### src/rtl/uart_byte_tx.sv
`default_nettype none
// ============================================================================
// uart_byte_tx : FIFO-buffered 8-bit LSB-first UART transmitter (8N1 default).
// Optional even-parity bit enabled by defining UART_TX_PARITY_EN.
// Revision 1.0
// ============================================================================
module uart_byte_tx #(
  parameter int ClkFreq  = 50_000_000,
  parameter int BaudRate = 115200,
  parameter int FifoAw   = 2
) (
  input  logic       Clk,
  input  logic       Rst,
  input  logic [7:0] UARTSend,
  input  logic       UARTDatLock,
  output logic       UARTAvl,
  output logic       TxD,
  output logic       Busy,
  output logic       Overrun
);

  localparam int BaudDiv = ClkFreq / BaudRate;
  localparam int BaudW   = $clog2(BaudDiv);
  localparam int Depth   = 2 ** FifoAw;
  localparam logic [BaudW-1:0] BaudLast = BaudW'(BaudDiv - 1);
  localparam logic [FifoAw:0]  DepthCnt = (FifoAw + 1)'(Depth);

  typedef enum logic [2:0] {
    StIdle  = 3'd0,
    StStart = 3'd1,
    StData  = 3'd2,
`ifdef UART_TX_PARITY_EN
    StParity = 3'd3,
`endif
    StStop  = 3'd4
  } txState_t;

  logic              rLockD;
  logic [7:0]        rFifoMem [Depth];
  logic [FifoAw-1:0] rWrPtr, rRdPtr;
  logic [FifoAw:0]   rCount;
  logic              rOverrun;
  logic              wOffer, wRoom, wPush, wPop;
  logic [7:0]        wHeadByte;

  txState_t          rState, wStateNext;
  logic [BaudW-1:0]  rBaudCnt, wBaudNext;
  logic [2:0]        rBitCnt, wBitNext;
  logic [7:0]        rShift, wShiftNext;
  logic              rTxD, wTxDNext;
  logic              wBitEnd;
`ifdef UART_TX_PARITY_EN
  logic              rParity, wParityNext;
`endif

  // Acceptance is judged on the pre-cycle count, so a same-cycle pop never frees room for a push.
  assign wOffer    = UARTDatLock & ~rLockD;
  assign wRoom     = (rCount < DepthCnt);
  assign wPush     = wOffer & wRoom;
  assign wHeadByte = rFifoMem[rRdPtr];
  assign wBitEnd   = (rBaudCnt == BaudLast);

  assign UARTAvl = wRoom;
  assign TxD     = rTxD;
  assign Overrun = rOverrun;
  assign Busy    = (rState != StIdle) | (rCount != '0);

  always_ff @(posedge Clk) begin
    if (wPush) rFifoMem[rWrPtr] <= UARTSend;
  end

  always_ff @(posedge Clk or negedge Rst) begin
    if (!Rst) begin
      rLockD   <= 1'b0;
      rWrPtr   <= '0;
      rRdPtr   <= '0;
      rCount   <= '0;
      rOverrun <= 1'b0;
    end else begin
      rLockD <= UARTDatLock;
      if (wPush) rWrPtr <= rWrPtr + 1'b1;
      if (wPop)  rRdPtr <= rRdPtr + 1'b1;
      case ({wPush, wPop})
        2'b10:   rCount <= rCount + 1'b1;
        2'b01:   rCount <= rCount - 1'b1;
        default: rCount <= rCount;
      endcase
      if (wOffer && !wRoom) rOverrun <= 1'b1;
    end
  end

  always_ff @(posedge Clk or negedge Rst) begin
    if (!Rst) begin
      rState   <= StIdle;
      rBaudCnt <= '0;
      rBitCnt  <= '0;
      rShift   <= '0;
      rTxD     <= 1'b1;
`ifdef UART_TX_PARITY_EN
      rParity  <= 1'b0;
`endif
    end else begin
      rState   <= wStateNext;
      rBaudCnt <= wBaudNext;
      rBitCnt  <= wBitNext;
      rShift   <= wShiftNext;
      rTxD     <= wTxDNext;
`ifdef UART_TX_PARITY_EN
      rParity  <= wParityNext;
`endif
    end
  end

  always_comb begin
    wStateNext = rState;
    wBaudNext  = rBaudCnt;
    wBitNext   = rBitCnt;
    wShiftNext = rShift;
    wPop       = 1'b0;
`ifdef UART_TX_PARITY_EN
    wParityNext = rParity;
`endif
    if (rState != StIdle) wBaudNext = wBitEnd ? '0 : rBaudCnt + 1'b1;

    case (rState)
      StIdle: begin
        if (rCount != '0) begin
          wPop       = 1'b1;
          wShiftNext = wHeadByte;
          wBaudNext  = '0;
          wBitNext   = '0;
          wStateNext = StStart;
`ifdef UART_TX_PARITY_EN
          wParityNext = ^wHeadByte;
`endif
        end
      end
      StStart: if (wBitEnd) wStateNext = StData;
      StData: begin
        if (wBitEnd) begin
          wShiftNext = {1'b0, rShift[7:1]};
          wBitNext   = rBitCnt + 1'b1;
          if (rBitCnt == 3'd7) begin
`ifdef UART_TX_PARITY_EN
            wStateNext = StParity;
`else
            wStateNext = StStop;
`endif
          end
        end
      end
`ifdef UART_TX_PARITY_EN
      StParity: if (wBitEnd) wStateNext = StStop;
`endif
      StStop: if (wBitEnd) wStateNext = StIdle;
      default: wStateNext = StIdle;
    endcase

    // Line level is registered from the next state so TxD is glitch-free.
    case (wStateNext)
      StStart:  wTxDNext = 1'b0;
      StData:   wTxDNext = wShiftNext[0];
`ifdef UART_TX_PARITY_EN
      StParity: wTxDNext = wParityNext;
`endif
      default:  wTxDNext = 1'b1;
    endcase
  end

endmodule
`default_nettype wire

### config.mk
export PLATFORM = sky130hd
export DESIGN_NAME = uart_byte_tx
export DESIGN_NICKNAME = d
export VERILOG_FILES = /design/src/rtl/uart_byte_tx.sv
export SDC_FILE = /design/constraint.sdc
export NUM_CORES = 1
export LEC_CHECK = 0
export ABC_CLOCK_PERIOD_IN_PS = 3050
export CORE_MARGIN = 2
export CORE_UTILIZATION = 25
export CTS_CLUSTER_SIZE = 40
export DETAILED_ROUTE_END_ITERATION = 12
export GPL_TIMING_DRIVEN = 0
export PLACE_DENSITY = 0.39
export SLEW_MARGIN = 0
export SYNTH_ARGS = -nofsm -noshare
export SYNTH_HDL_FRONTEND = slang
export SYNTH_SLANG_ARGS = --single-unit
### constraint.sdc
create_clock -name Clk -period 3.05 [get_ports Clk]
set_input_delay 0.305 -clock Clk [delete_from_list [all_inputs] [get_ports Clk]]
set_output_delay 0.305 -clock Clk [all_outputs]
set_load 0.01 [all_outputs]
==> flow_metrics.py, run 1 <==
metrics = {
    "global_route": {
        "grt_pass1_wl_um": 8720,
        "grt_usage_pct": 9.21,
        "grt_pass1_vias": 1720,
        "antenna_found_initial": 0,
        "grt_max_degree": 34,
        "gr-total-overflow": 0,
    },
    "synthesis": {
        "syn_area_per_cell_um2": 14.5,
        "syn_area_um2": 2840,
        "ys_seq_area_share_pct": 62.9,
        "synth_cell_type_count": 46,
        "ys_ff_latch": 65,
        "synth_nets": 217,
        "ys_warn_count": 0,
        "syn-instance-count": 196,
    },
    "die": {
        "fp-row-count": 38,
        "core-area_um2": 11000,
        "die_w_um": 111,
        "boundaryPins": 15,
        "die_h_um": 111,
        "die-area_um2": 12200,
        "initial_utilization_pct": 25.9,
    },
    "placement": {
        "hpwlAfterDp_um": 3450,
        "gp_congestion": 0.737,
        "portBuffers": 14,
    },
    "setup_path": {
        "critPathArrivalTime_ns": 2.79,
        "criticalPathCategory": "flip-flop to flip-flop",
        "crit_fanout": 10,
        "cp-end-kind": "flip-flop",
        "start_kind": "flip-flop",
        "r2r_cells": 9,
        "required_ns": 3.30,
    },
    "sta": {
        "fin_worst_skew_ns": 0.00848,
        "finalHoldWorstSlack_ns": 0.0581,
        "fin_setup_tns_ns": 0,
        "finalWorstPathRequiredPeriod_ns": 2.54,
        "slew_headroom_pct": 47.1,
        "worstMarginPinSlew_ns": 0.794,
        "timing.final.crit_share_pct": 83.3,
        "setup_viol": 0,
        "clock.fmax_ghz": 0.394,
        "drv_slew": 0,
        "rsz0062_at_grt": "false",
        "hold_viol": 0,
    },
    "clock_tree": {
        "root_buffer": "clkbuf_16",
        "clk_pin_slew_ns": 0.06,
        "clockBufferDepth": 2,
        "holdBufCountCts": 0,
        "htree_levels": 3,
        "postCtsSetupBuffers": 0,
        "worstSkewPairLatency_ns": 0.33,
        "numCtsBuffers": 9,
        "cts_tree": "yes",
        "cts_sinks": 65,
        "cts_resized": 0,
    },
    "routing": {
        "drt_pass1_iterations": 4,
        "wl_met2_um": 2490,
        "wl_per_cell_um": 14.5,
        "wl_met1_um": 2580,
        "drc": 0,
        "drtIter0Drc": 44,
        "vias": 1609,
        "wl_met3_um": 157,
        "wirelength_um": 5300,
        "viasPerCell": 4.40,
        "drtAntennaViolNets": 0,
        "top_layer_used": "met4",
    },
    "pwr": {
        "p_switching_mw": 0.436,
        "p_leak_nw": 1.34,
        "internal_power_mw": 1.50,
        "combPwrFrac_pct": 1.3,
        "seqPwrFrac_pct": 47.7,
        "p_clk_share_pct": 51.0,
        "p_per_area_nw_per_um2": 563,
        "netSwitchingFraction_pct": 22.6,
        "peakVddDrop_uv": 251,
    },
    "cells_and_area": {
        "diodes": 0,
        "area_delta_synth_final_pct": 20.9,
        "drive_above_1_share_pct": 15.9,
        "final_cell_mix": "dfrtp_1 (32), edfxtp_1 (32), clkdlybuf4s50_1 (13)",
        "utilization_pct": 31.3,
        "nets": 242,
    },
    "job": {
        "drv_cap": 0,
    },
    "worst_hold_path": {
        "hold_path_class": "primary input to async pin",
    },
    "outcome": {
        "status": "complete, no violations",
    },
}
==> area by class of cell <==
class | instances | area [um2]
fill | 1076 | 7550
sequential | 65 | 1790
multi-input combinational | 116 | 988
clock buffer | 9 | 225
tap | 140 | 175
timing repair buffer | 14 | 135
clock inverter | 7 | 58.8
inverter | 11 | 41.3
buffer | 4 | 23.8
==> cells by family after synthesis <==
logic type,count (synthesis),synth area share [%]
xor gates and xnor gates,10,3.08
muxes,12,7.79
AOI/OAI and AO/OA,33,8.90
buffers and inverters,15,2.29
DFF,65,62.9
and+or+nand+nor,51,10.3
adders and majority gates,10,4.67
==> through the flow <==
stage	power (mW)	cell area (um2)	worst slack, ns	cells
detailed placement	0.966	3150	0.505	350
finish	1.93	3440	0.511	366
global route	2.00	3440	0.350	366
floorplan	0.940	2840	0.905	196
global placement	0.967	3160	0.481	350
CTS	1.96	3440	0.485	366
==> routing by layer <==
metal / up-vias / global-route usage, %
met5: - / 0
met4: 0 / 3.75
met3: 6 / 3.57
met2: 20 / 14.7
met1: 805 / 11.2
li1: 778 / -
==> synthesized netlist by cell type (all sizes together) <==
| library cell | n | area (um2) |
|---|---|---|
| dfrtp | 32 | 801 |
| edfxtp | 32 | 961 |
| inv | 11 | 41.3 |
| nand2 | 10 | 37.5 |
| nor2 | 10 | 37.5 |
| ha | 9 | 113 |
| xnor2 | 9 | 78.8 |
| a21o | 8 | 60.1 |
| a22o | 8 | 70.1 |
| mux4 | 8 | 180 |
| o21ai | 7 | 35.0 |
| nor3 | 6 | 35.0 |
| and2 | 4 | 25.0 |
| nand3 | 4 | 20.0 |
| nor4 | 4 | 40.0 |
| buf | 3 | 20.0 |
| mux2i | 3 | 30.0 |
| or3 | 3 | 23.8 |
| a21oi | 2 | 10.0 |
| and3 | 2 | 12.5 |
| nand4b | 2 | 17.5 |
| o22ai | 2 | 12.5 |
| a21bo | 1 | 10.0 |
| a22oi | 1 | 7.51 |
| a31o | 1 | 8.76 |
| a32o | 1 | 10.0 |
| clkbuf | 1 | 3.75 |
| dfstp | 1 | 26.3 |
| fa | 1 | 20.0 |
| mux2 | 1 | 11.3 |
| nand2b | 1 | 6.26 |
| nand3b | 1 | 7.51 |
| nand4 | 1 | 6.26 |
| nor3b | 1 | 7.51 |
| nor4b | 1 | 8.76 |
| o21bai | 1 | 7.51 |
| o31ai | 1 | 21.3 |
| or3b | 1 | 8.76 |
| xor2 | 1 | 8.76 |
==> registers in the layout, summed over array words and instances (netlist names) <==
register and count:
rRdPtr 2, rState 3, rWrPtr 2, rFifoMem 32, rShift 8, Overrun 1
rCount 3, rLockD 1, rBaudCnt 9, TxD 1, rBitCnt 3
==> worst max-delay path, stage by stage, from the launching register on <==
cell	delay, ns
dfrtp_1	0.44
nor3_2	0.45
nand2b_1	0.29
inv_2	0.24
ha_1	0.21
inv_1	0.06
fa_1	0.37
xor2_1	0.15
nor2_1	0.12
xnor2_1	0.13
==> power by group through the flow <==
stage                     Sequential [mW]  Combinational (mW)  Clock [mW]
after floorplan                     0.940            0.000341           0
after global placement              0.940              0.0272           0
after detailed placement            0.939              0.0269           0
after CTS                           0.922              0.0270        1.01
after global routing                0.922              0.0292        1.05
final                               0.922              0.0258       0.987
==> final timing paths <==
check                                          from                     to  slack [ns]
worst max-delay path            rState[2]$_DFF_PN0_  rCount[2]$_DFFE_PN0P_        0.51
worst min-delay path                            Rst  rBaudCnt[0]$_DFF_PN0_        0.06
worst max register to register  rState[2]$_DFF_PN0_  rCount[2]$_DFFE_PN0P_        0.51
worst min register to register  Overrun$_DFFE_PN0P_    Overrun$_DFFE_PN0P_        0.47
max in group asynchronous                       Rst  rCount[1]$_DFFE_PN0P_        2.49
min in group Clk                Overrun$_DFFE_PN0P_    Overrun$_DFFE_PN0P_        0.47
Power figures use the tool's default switching activity.
==> run 2, diff against run 1 <==
ABC_CLOCK_PERIOD_IN_PS = 2400   (was 3050)
clock period = 2.4 ns   (was 3.05 ns; I/O delays follow)
==> run 2 against run 1 <==
  * The flow now finishes with violations (hold timing)
  * Clock skew hardly changed
  * Sequential power rose by 27%
  * Register-to-register slack worse by 0.29 ns
  * Die area is the same
  * First-iteration DRC count grew 30%
  * Largest power group unchanged
==> flow_metrics.py, run 2 (synthesized netlist as in run 1, its figures left out) <==
metrics = {
    "cells_and_area": {
        "drive_above_1_share_pct": 16.7,
        "nets": 243,
        "top_regs": "rFifoMem: 32 flops, rBaudCnt: 9 flops, rShift: 8 flops",
        "utilization_pct": 31.4,
        "area_delta_synth_final_pct": 21.5,
        "fillerInstances": 1076,
        "final_cell_mix": "dfrtp_1 (32), edfxtp_1 (32), clkdlybuf4s50_1 (13)",
        "diodes": 0,
        "top_register": "rFifoMem",
        "regArea_um2": 1790,
        "stdcell_count": 367,
        "largest_register_ffs": 32,
        "multi_input_area_um2": 997,
        "fin_area_um2": 3450,
    },
    "clock_tree": {
        "root_buffer": "clkbuf_16",
        "clockBufferDepth": 2,
        "clk_pin_slew_ns": 0.06,
        "worstSkewPairLatency_ns": 0.33,
        "cts_sinks": 65,
        "numCtsBuffers": 9,
        "holdBufCountCts": 0,
        "cts_tree": "yes",
        "htree_levels": 3,
    },
    "routing": {
        "vias": 1612,
        "drtIter0Drc": 57,
        "drtAntennaViolNets": 0,
        "wl_per_cell_um": 14.4,
        "drt_pass1_iterations": 4,
        "drc": 0,
        "wirelength_um": 5270,
        "viasPerCell": 4.39,
    },
    "job": {
        "drv_cap": 0,
    },
    "global_route": {
        "grt_pass1_vias": 1720,
        "use_met3_pct": 3.57,
        "grt_pass1_wl_um": 8710,
        "busiest_layer": "met2",
        "grt_max_degree": 34,
        "globalRouteMet1Util_pct": 11.2,
        "grt_use_met2_pct": 14.7,
        "antenna_found_initial": 0,
        "gr-total-overflow": 0,
        "grt_usage_pct": 9.20,
    },
    "setup_path": {
        "critPathArrivalTime_ns": 2.43,
        "crit_fanout": 10,
        "crit_buf_inv": 2,
        "crit_path_max_incr_delay_ns": 0.48,
        "critPathTopFamily": "adder cells",
        "criticalPathCategory": "flip-flop to flip-flop",
        "crit_slowest_cell": "dfrtp_1",
        "start_kind": "flip-flop",
        "crit_chain": "nor3_4 -> nand2b_2 -> inv_2 -> ha_1 -> inv_1 -> fa_1 -> xor2_1 -> nor2_1 -> xnor2_1",
        "cp-end-kind": "flip-flop",
        "required_ns": 2.65,
    },
    "pwr": {
        "peakVddDrop_uv": 320,
        "p_per_area_nw_per_um2": 712,
        "p_leak_nw": 1.34,
        "power_mw": 2.46,
    },
    "die": {
        "boundaryPins": 15,
        "die-area_um2": 12200,
        "initial_utilization_pct": 25.9,
        "core-area_um2": 11000,
        "die_h_um": 111,
        "fp-row-count": 38,
        "die_w_um": 111,
    },
    "sta": {
        "finalWorstPathRequiredPeriod_ns": 2.18,
        "fin_worst_skew_ns": 0.00810,
        "rsz0062_at_grt": "false",
        "worstMarginPinSlew_ns": 0.794,
        "clock.fmax_ghz": 0.458,
        "setup_viol": 0,
        "slew_headroom_pct": 47.1,
        "drv_slew": 0,
        "hold_viol": 9,
        "finalHoldWorstSlack_ns": -0.00574,
        "timing.final.crit_share_pct": 90.9,
    },
    "placement": {
        "hpwlAfterDp_um": 3450,
        "dpl_cell_area_um2": 3150,
        "portBuffers": 14,
        "gp_congestion": 0.737,
        "post-place-cells": 350,
    },
    "outcome": {
        "violations": "hold timing",
        "status": "finished, violations left",
    },
    "worst_hold_path": {
        "hold_path_class": "primary input to async pin",
    },
}
-- run 2: changes by cell type in the layout (fill, tap and decap cells not counted), sizes merged --
cell and change:
buf +1
-- run 2: path summary, 6_finish.rpt --
check	startpoint	endpoint	slack [ns]	depth (start not counted)
worst min register to register	Overrun$_DFFE_PN0P_	Overrun$_DFFE_PN0P_	0.46	1
worst min-delay path	Rst	rBaudCnt[0]$_DFF_PN0_	-0.006	1
worst max-delay path	rState[1]$_DFF_PN0_	rCount[2]$_DFFE_PN0P_	0.22	9
max in group asynchronous	Rst	rBitCnt[1]$_DFFE_PN0P_	1.90	1
min in group Clk	UARTDatLock	rLockD$_DFF_PN0_	0.41	1
worst max register to register	rState[1]$_DFF_PN0_	rCount[2]$_DFFE_PN0P_	0.22	9
-- run 2: final cells by class --
type                       count  area share (%)
sequential                    65            51.8
multi-input combinational    116            28.9
clock buffer                   9            6.52
tap                          140            5.07
timing repair buffer          15            4.13
clock inverter                 7            1.70
inverter                      11            1.20
buffer                         4           0.689
-- run 2: routing by layer --
layer / vias up / wire length (um) / share of wire, %
met3: 6 / 157 / 3.0
met5: - / 0 / 0
met1: 800 / 2570 / 49
met4: 0 / 72 / 1.4
met2: 20 / 2470 / 47
li1: 786 / - / -
-- run 2: repair_timing --
item / in CTS / in global routing
buffers inserted: 0 / 1
setup endpoints to repair: 1 / 1
pin swaps: 0 / 1
gates resized for setup: 2 / 0
-- run 2: worst reg2reg max path: stages (launching register included) --
cell      delay (ns)
dfrtp_1         0.48
nor3_4          0.25
nand2b_2        0.15
inv_2           0.19
ha_1            0.21
inv_1           0.06
fa_1            0.37
xor2_1          0.15
nor2_1          0.12
xnor2_1         0.13
-- run 2: stage by stage --
step	setup TNS, ns	worst slack, ns	hold WS, ns
floorplan	0	0.255	-0.0556
global placement	-0.169	-0.169	0.454
detailed placement	-0.145	-0.145	0.381
CTS	0	0.0402	0.0268
global route	0	0.0542	0.0523
finish	0	0.218	-0.00574
-- run 2: power breakdown --
group | internal (mW) | total (mW) | switching (mW)
sequential | 1.17 | 1.17 | 0.000215
combinational | 0.0138 | 0.0328 | 0.0190
clock | 0.719 | 1.25 | 0.534
